`src/rtl/jtag_tap_sampled.sv`:
```
// jtag_tap_sampled: IEEE 1149.1 TAP responder. All JTAG pins are oversampled
// in the system clock domain. Provides a 5-bit IR, IDCODE, BYPASS and a 32-bit
// USER data register with a parallel capture/update port into core logic.
// Optional feature macro: JTAG_TRST_EN (enables io_jtag_TRSTn as a TAP reset).
// Handshake: there is no valid/ready pair; user_dr_update is a one-cycle strobe
// qualifying the new user_dr_out value, and TCK edges are inferred from samples.
module jtag_tap_sampled #(
  parameter logic [31:0] IDCODE = 32'h20000913
) (
  input  logic        clock,
  input  logic        reset,
  input  logic        io_jtag_TCK,
  input  logic        io_jtag_TMS,
  input  logic        io_jtag_TDI,
  input  logic        io_jtag_TRSTn,
  output logic        io_jtag_TDO,
  input  logic [31:0] user_dr_in,
  output logic [31:0] user_dr_out,
  output logic        user_dr_update,
  output logic [3:0]  tap_state
);

  typedef enum logic [3:0] {
    TLR = 4'hF, RTI = 4'hC,
    SEL_DR = 4'h7, CAP_DR = 4'h6, SH_DR = 4'h2, EX1_DR = 4'h1,
    PAUSE_DR = 4'h3, EX2_DR = 4'h0, UPD_DR = 4'h5,
    SEL_IR = 4'h4, CAP_IR = 4'hE, SH_IR = 4'hA, EX1_IR = 4'h9,
    PAUSE_IR = 4'hB, EX2_IR = 4'h8, UPD_IR = 4'hD
  } tap_state_t;

  localparam logic [4:0] INSTR_IDCODE = 5'h01;
  localparam logic [4:0] INSTR_USER   = 5'h10;

  logic       tck_s1, tck_s2, tck_prev;
  logic       tms_s1, tms_s2;
  logic       tdi_s1, tdi_s2;
  logic       tck_rise, tck_fall;

  tap_state_t state, next_state;
  logic [4:0]  ir, ir_sr;
  logic [31:0] dr_sr;
  logic        bp_sr;
  logic        sel_idcode, sel_user, sel_wide;

  // Two-flop synchronizers for the pins plus a third TCK stage for edge detect
  always_ff @(posedge clock or posedge reset) begin
    if (reset) begin
      tck_s1 <= 1'b0; tck_s2 <= 1'b0; tck_prev <= 1'b0;
      tms_s1 <= 1'b0; tms_s2 <= 1'b0;
      tdi_s1 <= 1'b0; tdi_s2 <= 1'b0;
    end else begin
      tck_s1 <= io_jtag_TCK; tck_s2 <= tck_s1; tck_prev <= tck_s2;
      tms_s1 <= io_jtag_TMS; tms_s2 <= tms_s1;
      tdi_s1 <= io_jtag_TDI; tdi_s2 <= tdi_s1;
    end
  end

  assign tck_rise = tck_s2 & ~tck_prev;
  assign tck_fall = ~tck_s2 & tck_prev;

`ifdef JTAG_TRST_EN
  logic trst_s1, trst_s2;

  // Synchronize the active-low TAP reset pin
  always_ff @(posedge clock or posedge reset) begin
    if (reset) begin
      trst_s1 <= 1'b0;
      trst_s2 <= 1'b0;
    end else begin
      trst_s1 <= io_jtag_TRSTn;
      trst_s2 <= trst_s1;
    end
  end
`else
  // TRSTn stays on the interface but has no effect in this build
  logic unused_trst;
  assign unused_trst = io_jtag_TRSTn;
`endif

  assign sel_idcode = (ir == INSTR_IDCODE);
  assign sel_user   = (ir == INSTR_USER);
  assign sel_wide   = sel_idcode | sel_user;
  assign tap_state  = state;

  // Standard 1149.1 next-state table, evaluated with the synchronized TMS
  always_comb begin
    next_state = state;
    case (state)
      TLR:      next_state = tms_s2 ? TLR    : RTI;
      RTI:      next_state = tms_s2 ? SEL_DR : RTI;
      SEL_DR:   next_state = tms_s2 ? SEL_IR : CAP_DR;
      CAP_DR:   next_state = tms_s2 ? EX1_DR : SH_DR;
      SH_DR:    next_state = tms_s2 ? EX1_DR : SH_DR;
      EX1_DR:   next_state = tms_s2 ? UPD_DR : PAUSE_DR;
      PAUSE_DR: next_state = tms_s2 ? EX2_DR : PAUSE_DR;
      EX2_DR:   next_state = tms_s2 ? UPD_DR : SH_DR;
      UPD_DR:   next_state = tms_s2 ? SEL_DR : RTI;
      SEL_IR:   next_state = tms_s2 ? TLR    : CAP_IR;
      CAP_IR:   next_state = tms_s2 ? EX1_IR : SH_IR;
      SH_IR:    next_state = tms_s2 ? EX1_IR : SH_IR;
      EX1_IR:   next_state = tms_s2 ? UPD_IR : PAUSE_IR;
      PAUSE_IR: next_state = tms_s2 ? EX2_IR : PAUSE_IR;
      EX2_IR:   next_state = tms_s2 ? UPD_IR : SH_IR;
      UPD_IR:   next_state = tms_s2 ? SEL_DR : RTI;
      default:  next_state = TLR;
    endcase
  end

  // TAP FSM with IR/DR datapath: act in the current state on tck_rise, drive TDO on tck_fall
  always_ff @(posedge clock or posedge reset) begin
    if (reset) begin
      state          <= TLR;
      ir             <= INSTR_IDCODE;
      ir_sr          <= 5'h00;
      dr_sr          <= 32'h0;
      bp_sr          <= 1'b0;
      io_jtag_TDO    <= 1'b0;
      user_dr_out    <= 32'h0;
      user_dr_update <= 1'b0;
    end else begin
      user_dr_update <= 1'b0;
`ifdef JTAG_TRST_EN
      if (!trst_s2) begin
        state <= TLR;
        ir    <= INSTR_IDCODE;
      end else
`endif
      begin
        if (tck_rise) begin
          state <= next_state;
          case (state)
            CAP_IR: ir_sr <= 5'b00001;
            SH_IR:  ir_sr <= {tdi_s2, ir_sr[4:1]};
            UPD_IR: ir    <= ir_sr;
            CAP_DR: begin
              if (sel_idcode)    dr_sr <= IDCODE;
              else if (sel_user) dr_sr <= user_dr_in;
              else               bp_sr <= 1'b0;
            end
            SH_DR: begin
              if (sel_wide) dr_sr <= {tdi_s2, dr_sr[31:1]};
              else          bp_sr <= tdi_s2;
            end
            UPD_DR: begin
              if (sel_user) begin
                user_dr_out    <= dr_sr;
                user_dr_update <= 1'b1;
              end
            end
            default: ;
          endcase
          // Entering Test-Logic-Reset always restores the IDCODE instruction
          if (next_state == TLR) ir <= INSTR_IDCODE;
        end
        if (tck_fall) begin
          if (state == SH_DR)      io_jtag_TDO <= sel_wide ? dr_sr[0] : bp_sr;
          else if (state == SH_IR) io_jtag_TDO <= ir_sr[0];
          else                     io_jtag_TDO <= 1'b0;
        end
      end
    end
  end

endmodule
```
`config.mk`:
```
export PLATFORM = sky130hd
export DESIGN_NAME = jtag_tap_sampled
export DESIGN_NICKNAME = d
export VERILOG_FILES = /design/src/rtl/jtag_tap_sampled.sv
export SDC_FILE = /design/constraint.sdc
export NUM_CORES = 1
export LEC_CHECK = 0
export BUFFER_PORTS_ARGS = -buffer_cell sky130_fd_sc_hd__buf_2
export CAP_MARGIN = 20
export CORE_ASPECT_RATIO = 0.6
export CORE_UTILIZATION = 45
export CTS_CLUSTER_DIAMETER = 40
export CTS_CLUSTER_SIZE = 24
export DETAILED_ROUTE_END_ITERATION = 10
export GPL_TIMING_DRIVEN = 1
export PLACE_DENSITY = 0.79
export SLEW_MARGIN = 20
export SYNTH_ARGS = -nofsm -noshare
export SYNTH_HDL_FRONTEND = slang
export SYNTH_SLANG_ARGS = --single-unit
```
`constraint.sdc`:
```
create_clock -name clock -period 2.8 [get_ports clock]
set_input_delay 0.56 -clock clock [delete_from_list [all_inputs] [get_ports clock]]
set_output_delay 0.56 -clock clock [all_outputs]
set_load 0.05 [all_outputs]
```
Word-level counts from Yosys, hierarchy flattened

Cells that the tools add are included.

Eq/ne operators: 23
Mux-type cells: 30
Bitwise logic cells: 5
Reduce and logical (&&, ||, !) cells: 12

Operators by type and width:

| operator                                            | number |
|---|---|
| 2-to-1 mux 32 bit                                   | 3 |
| one-hot mux 32 bit (2 select lines)                 | 1 |
| one-hot mux 4 bit (12 select lines)                 | 1 |
| equality test 4 bit, second input constant          | 9 |
| equality test 4 x 3 -> 1 bit, second input constant | 4 |
| 2-to-1 mux 2 bit                                    | 6 |
| 2-to-1 mux 3 bit                                    | 4 |
| 2-to-1 mux 1 bit                                    | 10 |
| 2-to-1 mux 5 bit                                    | 2 |
| one-hot mux 5 bit (2 select lines)                  | 1 |
| equality test 4 x 2 -> 1 bit, second input constant | 2 |
| inequality test 2 bit, second input constant        | 4 |
| nonzero test 2 bit                                  | 3 |
| equality test 5 x 1 -> 1 bit, second input constant | 1 |
| equality test 5 bit, second input constant          | 1 |
| AND reduction 5 bit                                 | 1 |
| equality test 4 x 1 -> 1 bit, second input constant | 1 |
| zero test 4 bit                                     | 1 |
| 2-to-1 mux 4 bit                                    | 1 |
| AND reduction 2 bit                                 | 2 |
| AND reduction 4 bit                                 | 1 |
| OR reduction 2 bit                                  | 2 |
| inequality test 3 bit, second input constant        | 1 |
| AND reduction 3 bit                                 | 1 |
| other kinds (5)                                     | 7 |

Register bits: 88
Input bits: 38
Logic and storage cells: 85

Longest topological paths before layout

Depth after elaboration: 6
Depth in mapped cells: 8

Worst setup path after synthesis

Ideal clock, no wire load.

Kind: register -> register
Start: register state[1] (netlist: tap_state[1])
End: register dr_sr[10]
Setup time: 0.123 ns
Arrival: 2.173 ns
Data required time: 2.677 ns
Path slack: 0.504 ns
Cell stages (with the launch flop): 8
Path buffers: 3
Period minus slack after synthesis: 2.296 ns
Cell sequence: dfstp_2 > buf_4 > or3b_4 > or4_4 > buf_6 > buf_6 > a221oi_2 > nor2_1

Cells in the longest elaborated chain, start to end: 3
Elaborated cells on any way between the ends: 7
Classes of those cells: eq/ne: 4; mux: 1; reduce/logical: 2

RTL lines:

| element                                                                      | line | text |
|---|---|---|
| start, declared                                                              | 39   | `tap_state_t state, next_state;` |
| start signal, assigned                                                       | 130  | `state <= next_state;` |
| equality test 4 x 3 -> 1 bit or equality test 4 x 2 -> 1 bit (tied branches) | 131  | `case (state)` |
| inequality test 3 bit (no source line) (tied with other cells)               | n/a  |  |
| AND reduction 4 bit (no source line)                                         | n/a  |  |
| end signal, assigned                                                         | 137  | `else if (sel_user) dr_sr <= user_dr_in;` |
| end signal, assigned                                                         | 141  | `if (sel_wide) dr_sr <= {tdi_s2, dr_sr[31:1]};` |
| end, declared                                                                | 41   | `logic [31:0] dr_sr;` |

Parallel ways exist; a longest one is shown, timed or not.
A chain may end at the register's enable or synchronous reset.

Final worst setup path

Start: register state[1] (netlist: tap_state[1])
End: register dr_sr[27]

The elaborated chain is that of the path after synthesis.

==> flow_summary.ini <==
[final_layout]
total_inserted_antenna_cells = 0
final_net_count = 425
cell_area_after_layout_sq_um = 4590
num-fill-cells = 700
drive_gt1_share_pct = 39.8
area_growth_pct = 20.7

[power_and_ir_drop]
power.leakage_nw = 2.28
p_total_mw = 4.34
power.sequential.fraction_pct = 45.3
power.switching_fraction_pct = 34.2
power.switching_mw = 1.48
p_per_area_nw_per_um2 = 945
power_frac_comb_pct = 24.6
clkPwrFrac_pct = 30.2
irDropWorstVdd_mv = 0.327
power.internal_mw = 2.86

[floorplanning]
fp.coreArea_sq_um = 8040
die_height_um = 73.2
die-width_um = 121
die-area_sq_um = 8840
cell_rows = 25
floorplan.io_pins = 76
floorplan.initialDensity_pct = 47.3

[detailed_routing]
wirelength_met1_um = 4020
dr_wl_met3_um = 548
drt_iter0_drc = 195
route.detailed.drc = 0
post_drt_via_cell_ratio = 5.39
total_number_of_vias = 2696
finalWirelength_um = 8260
route.met2.wl_um = 3580
highest_layer = met4
wl_per_cell_um = 16.5
drtAntennaViolNets = 0
drt_pass1_iterations = 4

[clock_network]
clk_root_buffer_cell = sky130_fd_sc_hd__clkbuf_16
clk_pin_slew_worst_paths_ps = 60
tritoncts_num_sinks = 88
ctsHtreeMaxLevel = 3
cts_buffer_depth = 2
cts-buffers-inserted = 9
cts_resized = 0
cts_tree = built
clk_latency_ps = 340
post-cts-setup-buffers = 0
number_of_buffers_inserted_for_hold_repair_after_clock_tree_synthesis = 0

[synth]
async_set_or_reset_flop_fraction_in_the_synthesized_netlist_pct = 100
yosys_warnings = 0
syn_inst = 316
synth_top_family_by_area = compound AO/OA/AOI/OAI gates
synth_enable_flop_cells = 0
ys_seq_area_share_pct = 58.0
synth_cell_type_count = 44
post_synth_fa_ha_maj_area_fraction_pct = 0
multiplexer_share_of_the_synthesized_area_pct = 11.1
syn_avg_cell_area_sq_um = 12.0
number_of_storage_elements_in_the_synthesis_netlist = 88
post_synth_and_or_nand_nor_area_fraction_pct = 12.2
synth_flop_cell = sky130_fd_sc_hd__dfrtp_1
synth_compound_gate_area_share_pct = 14.0
synth_nets = 354
synth-xor-area-share_pct = 0.460
mappedNetlistArea_sq_um = 3810

[sta]
maxClockFrequency_ghz = 0.436
final_min_period_over_clock_period_pct = 82.0
finalClockSkew_ps = 5.10
rsz0062_at_grt = no
layout_min_cycle_time_ps = 2300
tightest_slew_ps = 731
worst_slew_margin_rel_pct = 51.2
report.final.hold_viol_count = 0
finalSetupViolations = 0
fin_tns_setup_ps = 0
final_max_slew_viol_count = 0

[worst_setup_path]
rrSetupSlack_ps = 500
setup.worst_path.end_class = flip-flop
critPathKind = reg -> reg
cp_data_required_time_ps = 3010
worstSetupStartpointType = flip-flop
crit_path_max_fanout = 38
timing.critical_path.arrival_ps = 2510

[global_routing]
grt_pass1_wl_um = 13300
grt_remaining_overflow = 0
grt_max_degree = 55
groute.usage.overall_pct = 20.7
first_global_vias = 2639
number_of_antenna_violations_at_the_first_check_in_global_routing = 0

[placement]
dp_hpwl_um = 5590
detailed_place.area_sq_um = 4260
routabilityCongestion = 0.799
numPortBuffers = 74

[flow_run]
max-cap-violations = 0

[outcome]
run_status = finished, final reports clean

[hold_path]
holdCritPathClass = in -> reg
## path summary, 6_finish.rpt
check | startpoint | endpoint | cells after the start
setup / recovery | tap_state[1] | dr_sr[27] | 4
hold / removal | io_jtag_TMS | tms_s1 | 1
setup reg to reg | tap_state[1] | dr_sr[27] | 4
hold reg to reg | tms_s1 | tms_s2 | 0
max in group asynchronous | reset | tap_state[0] | 3
min in group asynchronous | reset | user_dr_out[4] | 2
## layer usage
| layer | vias to the layer above | GRT usage, % |
|---|---|---|
| met5 | - | 0 |
| met4 | 0 | 7.82 |
| met3 | 11 | 7.34 |
| met2 | 87 | 31.5 |
| met1 | 1321 | 27.5 |
| li1 | 1277 | - |
## area by class of cell
class | count | area (sq um) | area share, %
Timing Repair Buffer | 82 | 443 | 9.64
Multi-Input combinational cell | 200 | 1450 | 31.5
Tap cell | 108 | 135 | 2.94
Sequential cell | 88 | 2210 | 48.1
Clock inverter | 2 | 60.1 | 1.31
Inverter | 6 | 26.3 | 0.572
Clock buffer | 14 | 274 | 5.97
## power groups by stage
stage,clock network (mW),logic [mW],registers [mW]
after floorplan,0,0.843,1.97
after global placement,0,1.02,1.96
after detailed placement,0,1.06,1.98
after CTS,1.35,1.08,1.96
after global routing,1.39,1.19,2.02
final,1.31,1.07,1.97
## sequential cells by signal, indices dropped and copies added, names as in the netlist, 4 cells and up
name	flops
ir_sr	5
dr_sr	32
ir	5
tap_state	4
user_dr_out	32
## worst max-delay path, cell delays in order (launching register included)
cell and delay [ps]:
sky130_fd_sc_hd__dfstp_2 610, sky130_fd_sc_hd__or3b_4 440, sky130_fd_sc_hd__or4_4 680, sky130_fd_sc_hd__a221oi_1 360, sky130_fd_sc_hd__nor2_1 80
## logic make-up (layout without fill, tap and decap cells)
| group | Yosys count | after routing |
|---|---|---|
| muxes | 38 | 38 |
| AOI/OAI and AO/OA | 64 | 64 |
| and+or+nand+nor | 96 | 96 |
| DFF | 88 | 88 |
| buffers and inverters | 28 | 104 |
| xor gates and xnor gates | 2 | 2 |
## synthesized netlist by cell type (all sizes together) (5+ instances only)
library cell | number | share of area [%]
mux2 | 34 | 10
clkbuf | 9 | 0.89
dfstp | 5 | 3.5
nor2b | 5 | 0.82
nand2 | 9 | 0.89
o21ai | 17 | 2.2
nor2 | 62 | 6.2
inv | 6 | 0.59
o22ai | 6 | 0.99
buf | 13 | 2.8
dfrtp | 83 | 55
a221oi | 26 | 8.0
## placed cells by master, fill, tap and decap left out, drive strengths merged, types with 2 or more instances in the layout
cell / count
nor2b: 5
inv: 5
buf: 82
o21ai: 17
mux2: 34
dfrtp: 83
mux2i: 4
bufinv: 2
clkbuf: 14
o22ai: 6
o211ai: 3
nand2: 9
nand2b: 2
a221oi: 26
nor3: 4
o21a: 2
or4b: 2
dfstp: 5
a21oi: 4
nand3b: 3
nor2: 62
## stage by stage
step | util, % | cells | hold WS (ps) | setup WS (ps)
floorplan | - | 316 | 331 | 504
global placement | 53.0 | 484 | 335 | 502
detailed placement | 53.0 | 484 | 345 | 456
CTS | 57.1 | 500 | 312 | 396
global route | 57.1 | 500 | 314 | 409
finish | 57.1 | 500 | 328 | 505
Power figures use the tool's default switching activity.
